File: src/rtl/reg_pkg.sv
// Register-file wide types and sizes shared by the writeback arbiter, register file and datapath.
package reg_pkg;

    localparam int unsigned REG_W      = 16;
    localparam int unsigned REG_ADDR_W = 3;
    localparam int unsigned NUM_REGS   = 8;

    typedef logic [REG_W-1:0]      reg_data_t;
    typedef logic [REG_ADDR_W-1:0] reg_addr_t;

endpackage

File: src/rtl/rr_arbiter.sv
// Combinational one-hot arbiter with a registered round-robin pointer.
// Define REG_WB_FIXED_PRIO_EN for fixed lowest-index-wins priority (pointer compiled out).
module rr_arbiter #(
    parameter int unsigned N = 3
) (
    input  logic         clk,
    input  logic         rst_n,
    input  logic [N-1:0] req,
    output logic [N-1:0] gnt
);

    localparam int unsigned PtrW = (N > 1) ? $clog2(N) : 1;

    logic [PtrW-1:0] ptr;
    logic [PtrW-1:0] idx;
    logic [PtrW-1:0] gnt_idx;
    logic            found;

    // Scan from the pointer upward, wrapping modulo N; first requester found wins.
    always_comb begin
        gnt     = '0;
        found   = 1'b0;
        gnt_idx = '0;
        idx     = '0;
        for (int unsigned k = 0; k < N; k++) begin
            idx = PtrW'((32'(ptr) + k) % N);
            if (!found && req[idx]) begin
                gnt[idx] = 1'b1;
                found    = 1'b1;
                gnt_idx  = idx;
            end
        end
    end

`ifdef REG_WB_FIXED_PRIO_EN
    logic unused_fixed;

    assign ptr          = '0;
    assign unused_fixed = clk ^ rst_n ^ (^gnt_idx);
`else
    logic [PtrW-1:0] ptr_q;
    logic [PtrW-1:0] ptr_d;

    always_comb begin
        ptr_d = ptr_q;
        if (found) begin
            ptr_d = (gnt_idx == PtrW'(N - 1)) ? '0 : gnt_idx + PtrW'(1);
        end
    end

    always_ff @(posedge clk or negedge rst_n) begin
        if (!rst_n) begin
            ptr_q <= '0;
        end else begin
            ptr_q <= ptr_d;
        end
    end

    assign ptr = ptr_q;
`endif

endmodule

File: src/rtl/reg_wb_arbiter.sv
// Writeback arbiter sharing the register-file write port; outputs are registered so they are
// stable at the register file's negedge capture. REG_WB_FIXED_PRIO_EN selects fixed priority.
module reg_wb_arbiter
    import reg_pkg::*;
#(
    parameter int unsigned NREQ = 3
) (
    input  logic                       clk,
    input  logic                       rst_n,
    input  logic                       freeze,
    input  logic [NREQ-1:0]            req_valid,
    output logic [NREQ-1:0]            req_ready,
    input  logic [REG_ADDR_W*NREQ-1:0] req_reg,
    input  logic [REG_W*NREQ-1:0]      req_data,
    output logic                       wr_en,
    output reg_addr_t                  write_reg,
    output reg_data_t                  write_data,
    output logic [15:0]                write_count
);

    logic [NREQ-1:0] arb_req;
    logic [NREQ-1:0] gnt;
    logic            transfer;
    reg_addr_t       sel_reg;
    reg_data_t       sel_data;

    logic        wr_en_q, wr_en_d;
    reg_addr_t   write_reg_q, write_reg_d;
    reg_data_t   write_data_q, write_data_d;
    logic [15:0] write_count_q, write_count_d;

    // Masking at the arbiter input keeps the pointer untouched while frozen.
    assign arb_req = freeze ? '0 : req_valid;

    rr_arbiter #(
        .N(NREQ)
    ) u_rr_arbiter (
        .clk  (clk),
        .rst_n(rst_n),
        .req  (arb_req),
        .gnt  (gnt)
    );

    assign req_ready = gnt;
    assign transfer  = |gnt;

    always_comb begin
        sel_reg  = '0;
        sel_data = '0;
        for (int unsigned i = 0; i < NREQ; i++) begin
            if (gnt[i]) begin
                sel_reg  = req_reg[REG_ADDR_W*i +: REG_ADDR_W];
                sel_data = req_data[REG_W*i +: REG_W];
            end
        end
    end

    always_comb begin
        wr_en_d       = transfer;
        write_reg_d   = write_reg_q;
        write_data_d  = write_data_q;
        write_count_d = write_count_q;
        if (transfer) begin
            write_reg_d   = sel_reg;
            write_data_d  = sel_data;
            write_count_d = write_count_q + 16'd1;
        end
    end

    always_ff @(posedge clk or negedge rst_n) begin
        if (!rst_n) begin
            wr_en_q       <= 1'b0;
            write_reg_q   <= '0;
            write_data_q  <= '0;
            write_count_q <= '0;
        end else begin
            wr_en_q       <= wr_en_d;
            write_reg_q   <= write_reg_d;
            write_data_q  <= write_data_d;
            write_count_q <= write_count_d;
        end
    end

    assign wr_en       = wr_en_q;
    assign write_reg   = write_reg_q;
    assign write_data  = write_data_q;
    assign write_count = write_count_q;

endmodule

File: config.mk
export PLATFORM = sky130hd
export DESIGN_NAME = reg_wb_arbiter
export DESIGN_NICKNAME = d
export VERILOG_FILES = /design/src/rtl/reg_pkg.sv /design/src/rtl/rr_arbiter.sv /design/src/rtl/reg_wb_arbiter.sv
export SDC_FILE = /design/constraint.sdc
export NUM_CORES = 1
export LEC_CHECK = 0
export BUFFER_PORTS_ARGS = -buffer_cell sky130_fd_sc_hd__buf_2
export CORE_UTILIZATION = 46
export CTS_CLUSTER_DIAMETER = 80
export DETAILED_ROUTE_END_ITERATION = 6
export HOLD_SLACK_MARGIN = 0.05
export PLACE_DENSITY = 0.82
export SLEW_MARGIN = 20
export SYNTH_ARGS = -nofsm -noshare
export SYNTH_HDL_FRONTEND = slang
export SYNTH_HIERARCHICAL = 1
export SYNTH_SLANG_ARGS = --single-unit
File: constraint.sdc
create_clock -name clk -period 3.05 [get_ports clk]
set_input_delay 0.4575 -clock clk [delete_from_list [all_inputs] [get_ports clk]]
set_output_delay 0.4575 -clock clk [all_outputs]
set_load 0.02 [all_outputs]
==> flow_metrics.py, run 1 <==
metrics = {
    "status": {
        "run_status": "finished clean",
    },
    "clock_network": {
        "tritoncts.num_buffers": 5,
        "ctsHtreeMaxLevel": 2,
        "cts_num_sinks": 38,
        "cts.path.max_buffers": 2,
        "post_cts.resized_instances": 0,
        "cts_tree": "built",
        "cts.clk_slew.worst_paths_ps": 80,
        "insertion_delay_to_the_later_sink_of_the_worst_skew_pair_ps": 290,
        "cts.root.buffer_cell": "sky130_fd_sc_hd__clkbuf_8",
        "post_cts_hold_buffer_count": 0,
        "number_of_post_cts_setup_repair_buffers": 0,
    },
    "power": {
        "static-leakage-power_uw": 0.001321,
        "powerDensity_nw_per_um2": 1127,
        "peak_supply_drop_mv": 0.5585,
    },
    "global_route": {
        "global_route.overflow_total": 0,
        "gr-usage-all-layers": 0.2273,
        "antenna_found_initial": 0,
        "pin_count_of_the_biggest_net_entering_global_routing": 39,
        "vias_in_the_first_global_route": 1954,
        "grt_pass1_wl_mm": 8.659,
    },
    "critical_path": {
        "path_class": "flop to flop",
        "worstPathMaxFanout": 14,
        "data_required_time_of_the_critical_path_ps": 3230,
        "endpoint_kind": "flop",
        "worst-endpoint-arrival_ps": 3060,
        "worstSetupStartpointType": "flop",
    },
    "route": {
        "post_detailed_route_wirelength_per_cell_um": 14.35,
        "post_drt_via_cell_ratio": 5.500,
        "vias": 2046,
        "wirelength_mm": 5.337,
        "drt.antenna.violating_nets": 0,
        "drt_first_pass_iters": 4,
        "drt_first_iter_violations": 81,
        "drcViolationCount": 0,
    },
    "final_layout": {
        "insertedDiodeCount": 0,
        "final_net_count": 387,
        "final_layout_size_suffix_gt1_frac": 0.4188,
        "post_layout_inst_area_um2": 2794,
        "fillerInstances": 376,
        "area_growth_syn_to_layout_pct": 32.60,
    },
    "yosys": {
        "synth_top_area_share": 0.4513,
        "netlist-cell-type-count": 48,
        "synth-seq-area-share": 0.4513,
        "mappedNetlistArea_um2": 2107,
        "async_sr_flop_fraction": 1.000,
        "post-synth-top-area-cell": "sky130_fd_sc_hd__dfrtp_1",
        "postSynthRegisterBits": 38,
        "synth_area_leaders": "sky130_fd_sc_hd__dfrtp_1 45%, sky130_fd_sc_hd__o22ai_1 11%, sky130_fd_sc_hd__a21oi_1 5.7%, sky130_fd_sc_hd__xnor2_1 4.6%, sky130_fd_sc_hd__ha_1 3.0%",
        "yosysWarnings": 6,
        "synth.avg_cell_area_um2": 9.939,
        "synth_enable_flop_cells": 0,
        "post_syn_nets": 280,
        "yosys_most_used_dff": "sky130_fd_sc_hd__dfrtp_1",
        "post_synth_inst_count": 212,
    },
    "die": {
        "fp.dieArea_um2": 4855,
        "initial_core_util": 0.4806,
        "dieWidth_um": 69.68,
        "row_cnt": 24,
        "i_o_pin_count": 102,
        "core-area_um2": 4384,
        "die_y_um": 69.68,
    },
    "place": {
        "dp_slack_ps": 197.3,
        "port-buffer-count": 101,
        "detailed_place.area_um2": 2699,
        "hpwl_mm": 4.020,
        "gpl.final_weighted_congestion": 0.9363,
    },
    "sta": {
        "final.setup.worst_slack_ps": 177.1,
        "finalClockSkew_ps": 2.846,
        "setup-tns-final_ps": 0,
        "fin_crit_sh": 0.9419,
        "final_period_minus_worst_setup_slack_ps": 2873,
        "finalMaxSlewViolations": 0,
        "max_clock_freq_mhz": 348.1,
        "hold_slack_ps": 251.9,
        "setup_viol": 0,
        "worst-slew-pin-transition_ps": 813.1,
        "setup_repair_after_global_routing_missed_its_margin": "no",
        "slew_headroom": 0.4579,
        "hold_violations": 0,
    },
    "worst_hold_path": {
        "hold_crit_class": "input port to async pin",
    },
    "flow_run": {
        "number_of_maximum_capacitance_violations": 0,
    },
}
==> placed cells by master (no fill, tap or decap), types with 6 or more instances in the layout <==
cell type                    n
sky130_fd_sc_hd__buf_2     101
sky130_fd_sc_hd__o22ai_1    38
sky130_fd_sc_hd__dfrtp_1    38
sky130_fd_sc_hd__a21oi_1    24
sky130_fd_sc_hd__nand2_1    11
sky130_fd_sc_hd__xnor2_1    11
sky130_fd_sc_hd__buf_4      11
sky130_fd_sc_hd__inv_1       9
sky130_fd_sc_hd__nor2_1      6
sky130_fd_sc_hd__clkbuf_8    6
==> power by group <==
part | switching, uW | leakage, uW | total (uW) | internal [uW]
Sequential | 140 | 0.000447 | 852 | 713
Combinational | 1150 | 0.000826 | 1930 | 783
Clock | 186 | 0.0000472 | 367 | 182
==> per-layer routing <==
| metal | global-route usage | vias to the layer above | routed length [um] |
|---|---|---|---|
| li1 | - | 1008 | - |
| met1 | 0.2762 | 937 | 2354 |
| met2 | 0.3948 | 94 | 2554 |
| met3 | 0.05959 | 7 | 348 |
| met4 | 0.06889 | 0 | 79 |
| met5 | 0 | - | 0 |
==> stage by stage <==
step | instances | total power [uW] | utilization
after global placement | 364 | 2747 | 0.6156
after CTS | 372 | 3166 | 0.6373
after floorplan | 212 | 2226 | -
after detailed placement | 364 | 2799 | 0.6156
after global routing | 372 | 3400 | 0.6373
final | 372 | 3150 | 0.6373
==> logic make-up after synthesis <==
logic type	Yosys count	synth area share
AOI/OAI and AO/OA	79	0.2387
and+or+nand+nor	49	0.1407
DFF	38	0.4513
buffers and inverters	23	0.05641
xor gates and xnor gates	15	0.06235
adders and majority gates	5	0.02969
muxes	3	0.02078
==> area by class of cell <==
| type | instances | area (um^2) | area share |
|---|---|---|---|
| Clock buffer | 6 | 82.58 | 0.02956 |
| Tap cell | 52 | 65.06 | 0.02329 |
| Sequential cell | 38 | 950.9 | 0.3403 |
| Timing Repair Buffer | 113 | 608.1 | 0.2176 |
| Multi-Input combinational cell | 151 | 1037 | 0.3712 |
| Inverter | 10 | 37.54 | 0.01343 |
| Clock inverter | 2 | 12.51 | 0.004478 |
==> synth_stat cells, drive strengths merged, types with 3 or more instances <==
master,count
ha,5
buf,10
xor2,4
xnor2,11
a21oi,24
nor2b,5
o22ai,39
and3,3
nand2b,3
inv,10
clkbuf,3
dfrtp,38
nand2,12
nor3,5
nand4,4
nand3,6
nor2,6
==> worst max-delay path: stages (launching register included) <==
cell and delay, ps:
sky130_fd_sc_hd__dfrtp_1 400, sky130_fd_sc_hd__inv_1 100, sky130_fd_sc_hd__ha_1 410, sky130_fd_sc_hd__mux2i_4 350
sky130_fd_sc_hd__o22ai_4 140, sky130_fd_sc_hd__a221oi_1 240, sky130_fd_sc_hd__a21oi_1 130, sky130_fd_sc_hd__or3_1 490
sky130_fd_sc_hd__buf_4 230, sky130_fd_sc_hd__mux2_2 270
==> worst paths after layout <==
kind	start	to	slack, ps	cells past startpoint
setup / recovery	u_rr_arbiter/ptr[1]	write_count[1]	180	9
hold / removal	rst_n	write_count[10]	250	1
setup reg to reg	u_rr_arbiter/ptr[1]	write_count[1]	180	9
hold reg to reg	write_count[15]	write_count[15]	470	1
max in group asynchronous	rst_n	u_rr_arbiter/ptr[0]	2290	1
min in group clk	req_data[40]	write_data[8]	450	3
No activity file was read; power rests on OpenSTA's default activity.
==> inputs of run 2 (changes only) <==
- ABC_AREA: default -> 1
- CORE_UTILIZATION: 46 -> 47
==> run 2 against run 1 <==
  * Hold slack better by 20 ps
  * Non-clock buffer count is 10 lower
  * Sequential power hardly changed
  * Critical path type is now flop to primary output
  * Critical endpoint is now req_ready[1]
==> flow_metrics.py, run 2 <==
metrics = {
    "final_layout": {
        "final_layout_size_suffix_gt1_frac": 0.3005,
        "insertedDiodeCount": 0,
        "final_net_count": 493,
        "fin_util": 0.6257,
        "area_growth_syn_to_layout_pct": 28.58,
        "layout.cells.most_common": "sky130_fd_sc_hd__nand2_1",
        "fillerInstances": 410,
        "layout.cells.most_common_list": "134 x sky130_fd_sc_hd__nand2_1, 101 x sky130_fd_sc_hd__buf_2, 38 x sky130_fd_sc_hd__a21oi_1, 38 x sky130_fd_sc_hd__dfrtp_1, 26 x sky130_fd_sc_hd__inv_1",
    },
    "yosys": {
        "post_synth_inst_count": 324,
        "mappedNetlistArea_um2": 2298,
        "post_syn_nets": 392,
        "yosys_most_used_dff": "sky130_fd_sc_hd__dfrtp_1",
        "synth_top_area_share": 0.4137,
        "synth_enable_flop_cells": 0,
        "synthXorXnorAreaFrac": 0.03430,
        "post-synth-top-area-cell": "sky130_fd_sc_hd__dfrtp_1",
        "postSynthRegisterBits": 38,
        "async_sr_flop_fraction": 1.000,
        "synth.avg_cell_area_um2": 7.094,
        "yosys.area_share.simple": 0.3489,
        "synth_area_leaders": "sky130_fd_sc_hd__dfrtp_1 41%, sky130_fd_sc_hd__nand2_1 22%, sky130_fd_sc_hd__a21oi_1 8.3%, sky130_fd_sc_hd__inv_1 4.2%, sky130_fd_sc_hd__nand3_1 3.0%",
        "synth_top_family_by_area": "simple AND/OR/NAND/NOR gates",
        "synth-seq-area-share": 0.4137,
        "synth_fa_ha_area_frac": 0.02722,
        "netlist-cell-type-count": 25,
        "yosysWarnings": 6,
        "yosys.cell_count.top_type": "sky130_fd_sc_hd__nand2_1",
        "synth_commonest_cells": "134 x sky130_fd_sc_hd__nand2_1, 38 x sky130_fd_sc_hd__a21oi_1, 38 x sky130_fd_sc_hd__dfrtp_1, 26 x sky130_fd_sc_hd__inv_1, 16 x sky130_fd_sc_hd__nor2_1",
        "muxShareOfSynthArea": 0,
        "synth_compound_area_frac": 0.1002,
    },
    "critical_path": {
        "path_class": "flop to primary output",
        "worst-endpoint-arrival_ps": 2420,
        "endpoint_kind": "primary output",
        "data_required_time_of_the_critical_path_ps": 2590,
        "worstSetupStartpointType": "flop",
        "worstPathMaxFanout": 21,
    },
    "route": {
        "post_drt_via_cell_ratio": 4.777,
        "drt_first_pass_iters": 4,
        "post_detailed_route_wirelength_per_cell_um": 11.84,
        "vias": 2355,
        "wirelength_mm": 5.839,
        "drt_first_iter_violations": 99,
        "drcViolationCount": 0,
        "drt.antenna.violating_nets": 0,
    },
    "die": {
        "fp.dieArea_um2": 5174,
        "i_o_pin_count": 102,
        "dieWidth_um": 71.93,
        "core-area_um2": 4723,
        "row_cnt": 25,
        "initial_core_util": 0.4866,
        "die_y_um": 71.93,
    },
    "sta": {
        "final_period_minus_worst_setup_slack_ps": 2881,
        "fin_crit_sh": 0.9446,
        "worst-slew-pin-transition_ps": 835.6,
        "finalClockSkew_ps": 4.481,
        "hold_violations": 0,
        "setup_viol": 0,
        "setup_repair_after_global_routing_missed_its_margin": "no",
        "max_clock_freq_mhz": 347.1,
        "slew_headroom": 0.4429,
        "finalMaxSlewViolations": 0,
        "setup-tns-final_ps": 0,
    },
    "clock_network": {
        "cts.clk_slew.worst_paths_ps": 70,
        "post_cts_hold_buffer_count": 0,
        "ctsHtreeMaxLevel": 2,
        "cts_tree": "built",
        "insertion_delay_to_the_later_sink_of_the_worst_skew_pair_ps": 280,
        "tritoncts.num_buffers": 5,
        "cts.path.max_buffers": 2,
        "post_cts.resized_instances": 0,
        "number_of_post_cts_setup_repair_buffers": 0,
        "cts_num_sinks": 38,
        "cts.root.buffer_cell": "sky130_fd_sc_hd__clkbuf_8",
    },
    "global_route": {
        "vias_in_the_first_global_route": 2130,
        "pin_count_of_the_biggest_net_entering_global_routing": 39,
        "global_route.overflow_total": 0,
        "gr-usage-all-layers": 0.2316,
        "grt_pass1_wl_mm": 9.363,
        "antenna_found_initial": 0,
    },
    "flow_run": {
        "number_of_maximum_capacitance_violations": 0,
    },
    "status": {
        "run_status": "finished clean",
    },
    "place": {
        "hpwl_mm": 4.511,
        "gpl.final_weighted_congestion": 0.9514,
        "port-buffer-count": 101,
    },
    "power": {
        "clockPowerShare": 0.117,
        "combPwrFrac": 0.641,
        "internal_power_uw": 1679,
        "switchingPower_uw": 1839,
        "static-leakage-power_uw": 0.001604,
        "switching_share": 0.5228,
        "seq_power_share": 0.242,
        "powerDensity_nw_per_um2": 1190,
        "peak_supply_drop_mv": 0.6757,
    },
    "worst_hold_path": {
        "hold_crit_class": "input port to async pin",
    },
}
[run 2: cell types whose count changed in the layout (fill, tap and decap cells not counted), moves of 9 or more]
cell,delta
sky130_fd_sc_hd__a21oi_1,+14
sky130_fd_sc_hd__nand3_1,+9
sky130_fd_sc_hd__o22ai_1,-38
sky130_fd_sc_hd__inv_1,+17
sky130_fd_sc_hd__buf_4,-9
sky130_fd_sc_hd__nand2_1,+123
sky130_fd_sc_hd__nor2_1,+10
[run 2: power by group through the flow]
stage	Combinational, uW	Clock [uW]	Sequential (uW)
2_1_floorplan	1530	0	1050
6_report	2260	410	851
3_3_place_gp	2220	0	851
3_5_place_dp	2280	0	858
5_1_grt	2550	445	876
4_1_cts	2280	424	851
[run 2: cell families after synthesis]
group / after synthesis
AND/OR/NAND/NOR: 186
AO/OA/AOI/OAI: 45
buffers and inverters: 41
flip-flops: 38
XOR/XNOR: 9
adder cells (fa/ha/maj): 5
[run 2: layout make-up]
type | instances | area, um^2 | area share
Clock buffer | 7 | 76.32 | 0.02583
Clock inverter | 1 | 30.03 | 0.01016
Inverter | 32 | 120.1 | 0.04064
Multi-Input combinational cell | 245 | 1174 | 0.3971
Sequential cell | 38 | 950.9 | 0.3218
Tap cell | 67 | 83.83 | 0.02837
Timing Repair Buffer | 103 | 520.5 | 0.1761
[run 2: worst max-delay path, cell delays in order (launching register included)]
cell                      delay [ps]
sky130_fd_sc_hd__dfrtp_1         400
sky130_fd_sc_hd__inv_1            80
sky130_fd_sc_hd__ha_1            420
sky130_fd_sc_hd__inv_2           110
sky130_fd_sc_hd__nand2_1          80
sky130_fd_sc_hd__nand3_1          60
sky130_fd_sc_hd__nand2_1         100
sky130_fd_sc_hd__nand3_1          90
sky130_fd_sc_hd__nand2_1         100
sky130_fd_sc_hd__inv_1            60
sky130_fd_sc_hd__o21ai_1         120
sky130_fd_sc_hd__buf_4           290
sky130_fd_sc_hd__buf_2           210
[run 2: final timing paths]
kind                                           from             endpoint  slack, ps  cells past startpoint
max in group asynchronous                     rst_n  u_rr_arbiter/ptr[0]       2250                      1
min in group clk                       req_data[35]        write_data[3]        380                      3
worst min register to register       write_data[15]       write_data[15]        480                      2
worst max-delay path            u_rr_arbiter/ptr[0]         req_ready[1]        170                     12
worst min-delay path                          rst_n        write_data[3]        270                      1
worst max register to register  u_rr_arbiter/ptr[0]      write_count[11]        350                     17
[run 2: metrics by stage]
step                      instance area [um^2]  power [uW]  setup slack (ps)  instances  hold slack (ps)
after CTS                                 2955        3555             171.3        493            297.5
after floorplan                           2298        2583             223.1        324            161.9
after global placement                    2849        3070             481.7        485            458.6
after global routing                      2955        3871             3.531        493            330.1
after detailed placement                  2849        3135             363.8        485            463.3
final                                     2955        3518             168.9        493            271.8
[run 2: routing by layer]
layer  GRT usage  part of all wire  wire, um  vias up
li1            -                 -         -     1221
met1      0.2961              0.45      2650     1039
met2      0.3899              0.47      2736       81
met3     0.05000             0.052       303       14
met4     0.08279             0.025       148        0
met5           0                 0         0        -
